<file path="src/rtl/run_sequence_detector.sv">
// Streaming detector for ordered symbol runs 1^a 2^b ... N^z, each run at least MIN_RUN long.
// Optional macro RUN_MAX_CHECK_EN: runs longer than MAX_RUN abort the pattern (stage 1 restarts instead).
module run_sequence_detector #(
    parameter int SYM_W      = 2,
    parameter int NUM_STAGES = 3,
    parameter int RUN_W      = 4,
    parameter int MIN_RUN    = 1,
    parameter int CNT_W      = 8,
    parameter int MAX_RUN    = 15
) (
    input  logic             clk,
    input  logic             rst_n,
    input  logic             clr,
    input  logic             in_valid,
    input  logic [SYM_W-1:0] sym,
    output logic             ans,
    output logic [SYM_W-1:0] stage,
    output logic [CNT_W-1:0] match_cnt
);

    localparam logic [SYM_W-1:0] ST_IDLE  = '0;
    localparam logic [SYM_W-1:0] ST_FIRST = SYM_W'(1);
    localparam logic [SYM_W-1:0] ST_LAST  = SYM_W'(NUM_STAGES);
    localparam logic [RUN_W-1:0] RUN_ONE  = RUN_W'(1);
    localparam logic [RUN_W-1:0] RUN_MIN  = RUN_W'(MIN_RUN);
    localparam logic [RUN_W-1:0] RUN_MAX  = RUN_W'(MAX_RUN);
    localparam logic [RUN_W-1:0] RUN_SAT  = '1;
    localparam logic [CNT_W-1:0] CNT_SAT  = '1;

`ifdef RUN_MAX_CHECK_EN
    localparam bit MAX_CHECK = 1'b1;
`else
    localparam bit MAX_CHECK = 1'b0;
`endif

    logic [SYM_W-1:0] stage_q, stage_d;
    logic [RUN_W-1:0] run_q, run_d;
    logic             ans_q, ans_d;
    logic [CNT_W-1:0] cnt_q, cnt_d;
    logic             same_run, adv_ok;

    // stage_q < ST_LAST keeps stage_q + 1 from wrapping inside SYM_W bits
    assign same_run = (sym == stage_q) && (stage_q != ST_IDLE);
    assign adv_ok   = (stage_q != ST_IDLE) && (stage_q < ST_LAST) &&
                      (sym == stage_q + ST_FIRST) && (run_q >= RUN_MIN);

    always_comb begin
        stage_d = stage_q;
        run_d   = run_q;
        if (in_valid) begin
            if (same_run) begin
                if (MAX_CHECK && (run_q >= RUN_MAX)) begin
                    // an over-long run of 1s is simply a fresh start of stage 1
                    stage_d = (stage_q == ST_FIRST) ? ST_FIRST : ST_IDLE;
                    run_d   = (stage_q == ST_FIRST) ? RUN_ONE : '0;
                end else if (run_q != RUN_SAT) begin
                    run_d = run_q + RUN_ONE;
                end
            end else if (adv_ok) begin
                stage_d = stage_q + ST_FIRST;
                run_d   = RUN_ONE;
            end else if (sym == ST_FIRST) begin
                stage_d = ST_FIRST;
                run_d   = RUN_ONE;
            end else begin
                stage_d = ST_IDLE;
                run_d   = '0;
            end
        end
    end

    assign ans_d = (stage_d == ST_LAST) && (run_d >= RUN_MIN);
    assign cnt_d = (ans_d && !ans_q && (cnt_q != CNT_SAT)) ? cnt_q + CNT_W'(1) : cnt_q;

    always_ff @(posedge clk or negedge rst_n) begin
        if (!rst_n) begin
            stage_q <= ST_IDLE;
            run_q   <= '0;
            ans_q   <= 1'b0;
            cnt_q   <= '0;
        end else if (clr) begin
            stage_q <= ST_IDLE;
            run_q   <= '0;
            ans_q   <= 1'b0;
            cnt_q   <= '0;
        end else begin
            stage_q <= stage_d;
            run_q   <= run_d;
            ans_q   <= ans_d;
            cnt_q   <= cnt_d;
        end
    end

    assign ans       = ans_q;
    assign stage     = stage_q;
    assign match_cnt = cnt_q;

endmodule

</file>
<file path="config.mk">
export PLATFORM = sky130hd
export DESIGN_NAME = run_sequence_detector
export DESIGN_NICKNAME = d
export VERILOG_FILES = /design/src/rtl/run_sequence_detector.sv
export SDC_FILE = /design/constraint.sdc
export NUM_CORES = 1
export LEC_CHECK = 0
export BUFFER_PORTS_ARGS = -buffer_cell sky130_fd_sc_hd__buf_2
export CORE_ASPECT_RATIO = 0.8
export CORE_MARGIN = 3
export CORE_UTILIZATION = 52
export DETAILED_ROUTE_END_ITERATION = 8
export GPL_ROUTABILITY_DRIVEN = 0
export GPL_TIMING_DRIVEN = 1
export MAX_ROUTING_LAYER = met4
export PLACE_DENSITY = 0.74
export SLEW_MARGIN = 20
export SYNTH_ARGS = -nofsm -noshare
export SYNTH_HDL_FRONTEND = slang
export SYNTH_SLANG_ARGS = --single-unit
</file>
<file path="constraint.sdc">
create_clock -name clk -period 2.9 [get_ports clk]
set_input_delay 0 -clock clk [delete_from_list [all_inputs] [get_ports clk]]
set_output_delay 0 -clock clk [all_outputs]
set_load 0.02 [all_outputs]
</file>
==> metrics.log <==
INFO  metric vias_in_the_first_global_route = 763
INFO  metric comb_power_share = 0.145
INFO  metric hp-class = input pin to register
INFO  metric critical_path.reg2reg.endpoint = match_cnt[4]
INFO  metric crit_path_max_fanout = 7
INFO  metric ff_latch_area = 375 um2
INFO  metric setup.worst_path.start_class = register
INFO  metric num_antenna_cells = 0
INFO  metric grt_pass1_wl = between 3000 and 4000 um
INFO  metric swShare = 0.268
INFO  metric clock_path_buffers = 2
INFO  metric grt_use_total = 0.183
INFO  metric route.antenna.remaining_nets = 0
INFO  metric dp_worst_setup_slack = 0.626 ns
INFO  metric worst_pin_slew = 0.454 ns
INFO  metric setup.worst_path.end_class = register
INFO  metric synthesis.nets = between 100 and 150
INFO  metric synth-main-ff-cell = dfrtp_1
INFO  metric synth_area = 1100 um2
INFO  metric peakVddDrop = 0.000264 V
INFO  metric finalHoldViolCount = 0
INFO  metric detailed_place_hpwl = about 1800 um
INFO  metric die-area = 2720 um2
INFO  metric max_cap_viols = 0
INFO  metric power_frac_seq = 0.551
INFO  metric hold_path_cells = 3
INFO  metric power_report.internal_total = 284 uW
INFO  metric syn_avg_cell_area = ~9.3 um2
INFO  metric fin_hold_ws = 0.0369 ns
INFO  metric initial_core_util = 0.568
INFO  metric run_status = completed
INFO  metric report.final.slew_viol_count = 0
INFO  metric ctsRootBufferMaster = clkbuf_4
INFO  metric reg2reg_slack = 0.61 ns
INFO  metric asyncSetResetFlopFracSynth = 1.00
INFO  metric worstPathArrival = 2.47 ns
INFO  metric detail_route.wl_per_cell = 14.3 um
INFO  metric buffer_ports.inserted = 16
INFO  metric synth_top_cell_area_share = 0.340
INFO  metric drt_first_iter_violations = 31
INFO  metric cts_sinks = 15
INFO  metric synth_enable_flop_cells = 0
INFO  metric maxSlewHeadroom = 0.695
INFO  metric combined_area_of_the_multi_input_logic_cells = 696 um2
INFO  metric core.rowCount = 14
INFO  metric final_routed_drc_violation_total = 0
INFO  metric post-route-min-period = 2.29 ns
INFO  metric grt_setup_unrepaired = false
INFO  metric area_growth = 12.2%
INFO  metric postSynthRegisterBits = 15
INFO  metric worst-r2r-cell-count = 8
INFO  metric clock_power_share = 0.304
INFO  metric final_net_count = 149
INFO  metric hold_end = stage[0]
INFO  metric setup.worst_path.class = register to register
INFO  metric syn-instance-count = 119
INFO  metric groute.layer.met2.usage = 0.270
INFO  metric synth_top_area_cell = dfrtp_1
INFO  metric filler_cell_count = 175
INFO  metric timing.rr.start = stage[0]
INFO  metric totalNegativeSetupSlack = 0 ns
INFO  metric grt_max_degree = 24
INFO  metric timing.final.ws_setup = 0.607 ns
INFO  metric p_switching = approximately 100 uW
INFO  metric use_met3 = 0.0604
INFO  metric y_dimension_of_the_die = 47.2 um
INFO  metric max_clock_freq = 436 MHz
INFO  metric wl = 2300 um
INFO  metric tritoncts = yes
INFO  metric period_share = 0.791
INFO  metric synth_top_cells_by_area = dfrtp_1 (34%), mux2_1 (6.1%), ha_1 (5.7%)
INFO  metric timing.critical_path.required = slightly above 3 ns
INFO  metric clock_latency = approximately 0.28 ns
INFO  metric via_count = between 900 and 1000
INFO  metric worst_hold_startpoint = sym[0]
INFO  metric power.leakage = 0.598 nW
INFO  metric setup_violations = 0
INFO  metric pin_count = 17
INFO  metric grt_remaining_overflow = 0
INFO  metric tritoncts.num_buffers = 3
INFO  metric ratio_of_total_power_to_cell_area = between 300 and 400 nW/um2
INFO  metric fin_skew = 0.00614 ns
INFO  metric yosys_warnings = 0
INFO  metric post_drt_via_cell_ratio = 5.87
INFO  metric synth_commonest_cells = dfrtp_1 (15), nor2_1 (15), a21oi_1 (11), nor2b_1 (8), nand2_1 (7)
INFO  metric grt_antenna_before_repair = 0
INFO  metric clkSlewWorstSetupHoldPaths = ~0.09 ns
INFO  metric die_width = 57.5 um
INFO  metric cts-htree-levels = 1
INFO  metric detailedRoute.firstPassIterationCount = 4
INFO  metric design.core.area = 1940 um2
INFO  metric grtUsageMet1 = 0.255
INFO  metric synth_sequential_area_ratio = 0.340
INFO  metric drive_above_1_share = 0.234
INFO  metric global_route.peak_usage_layer = met2
INFO  metric synthDistinctLibCells = 36
INFO  metric finalCoreUtilization = 0.638
==> power by group through the flow <==
stage / registers (mW) / clock network [mW] / logic (mW)
4_1_cts: 0.213 / 0.124 / 0.0568
6_report: 0.213 / 0.118 / 0.0564
3_5_place_dp: 0.217 / 0 / 0.0550
2_1_floorplan: 0.218 / 0 / 0.0370
3_3_place_gp: 0.217 / 0 / 0.0537
5_1_grt: 0.214 / 0.136 / 0.0625
==> critical path: stages (launching register included) <==
cell      delay (ns)
dfrtp_1         0.42
inv_1           0.11
ha_1            0.27
nand3b_1        0.17
a211oi_1        0.39
o21a_4          0.23
nand4_1         0.10
a21oi_1         0.16
mux2_1          0.34
==> worst max-delay path by stage <==
stage             start      endpoint  depth (start not counted)
2_1_floorplan  stage[0]  match_cnt[0]                          7
3_3_place_gp   stage[0]  match_cnt[6]                          8
3_5_place_dp   stage[0]  match_cnt[4]                          8
4_1_cts        stage[0]  match_cnt[4]                          8
5_1_grt        stage[0]  match_cnt[6]                          8
6_report       stage[0]  match_cnt[4]                          8
==> cells by family after synthesis <==
| family | after synthesis | share of synthesized area |
|---|---|---|
| AOI/OAI and AO/OA | 29 | 0.205 |
| xor gates and xnor gates | 2 | 0.0159 |
| adders and majority gates | 5 | 0.0566 |
| buffers and inverters | 9 | 0.0306 |
| DFF | 15 | 0.340 |
| muxes | 8 | 0.0838 |
| and+or+nand+nor | 51 | 0.268 |
==> flip-flops by register name, indices dropped and copies added, names as in the netlist <==
register   cells
ans            1
match_cnt      8
run_q          4
stage          2
==> per-layer routing <==
| layer | vias to the layer above | routed length [um] |
|---|---|---|
| li1 | 475 | - |
| met1 | 448 | 1160 |
| met2 | 20 | 1030 |
| met3 | 2 | 104 |
| met4 | 0 | 11 |
| met5 | - | 0 |
==> layout make-up <==
class                      count  share of cell area
inverter                       6              0.0182
tap                           24              0.0242
multi-input combinational     95               0.561
timing repair buffer          17              0.0727
sequential                    15               0.303
clock buffer                   4              0.0212
==> per-stage QoR <==
stage / cell area (um2) / instances / power, mW
global route: 1240 / 161 / 0.412
global placement: 1200 / 156 / 0.271
floorplan: 1100 / 119 / 0.255
finish: 1240 / 161 / 0.388
CTS: 1240 / 161 / 0.394
detailed placement: 1200 / 156 / 0.272
==> layout by cell type (no fill, tap or decap), drive strengths merged <==
cell | synthesis | routed
nor3 | 1 | 1
and4 | 2 | 2
a41oi | 2 | 2
o31ai | 1 | 1
a211oi | 3 | 3
or3 | 1 | 1
and3 | 4 | 4
nand3 | 5 | 5
xor2 | 2 | 2
dfrtp | 15 | 15
o22a | 1 | 1
a21oi | 11 | 11
o21a | 1 | 1
inv | 6 | 6
a311oi | 1 | 1
or4b | 1 | 1
ha | 5 | 5
buf | 0 | 16
nand3b | 1 | 1
mux2i | 1 | 1
a22oi | 3 | 3
nor2b | 8 | 8
nor2 | 15 | 15
a31oi | 2 | 2
a21o | 1 | 1
o21ai | 2 | 2
nand2b | 2 | 2
mux2 | 7 | 7
nand2 | 7 | 7
dlygate4sd3 | 0 | 1
clkbuf | 3 | 4
nand4 | 4 | 4
a21boi | 1 | 1
==> repair_timing <==
action	CTS	global route
buffers inserted	0	0
hold buffers	1	0
setup endpoints to repair	0	0
gates resized for setup	0	0
endpoints found under the hold margin	15	0
(Power assumes the default switching activity.)
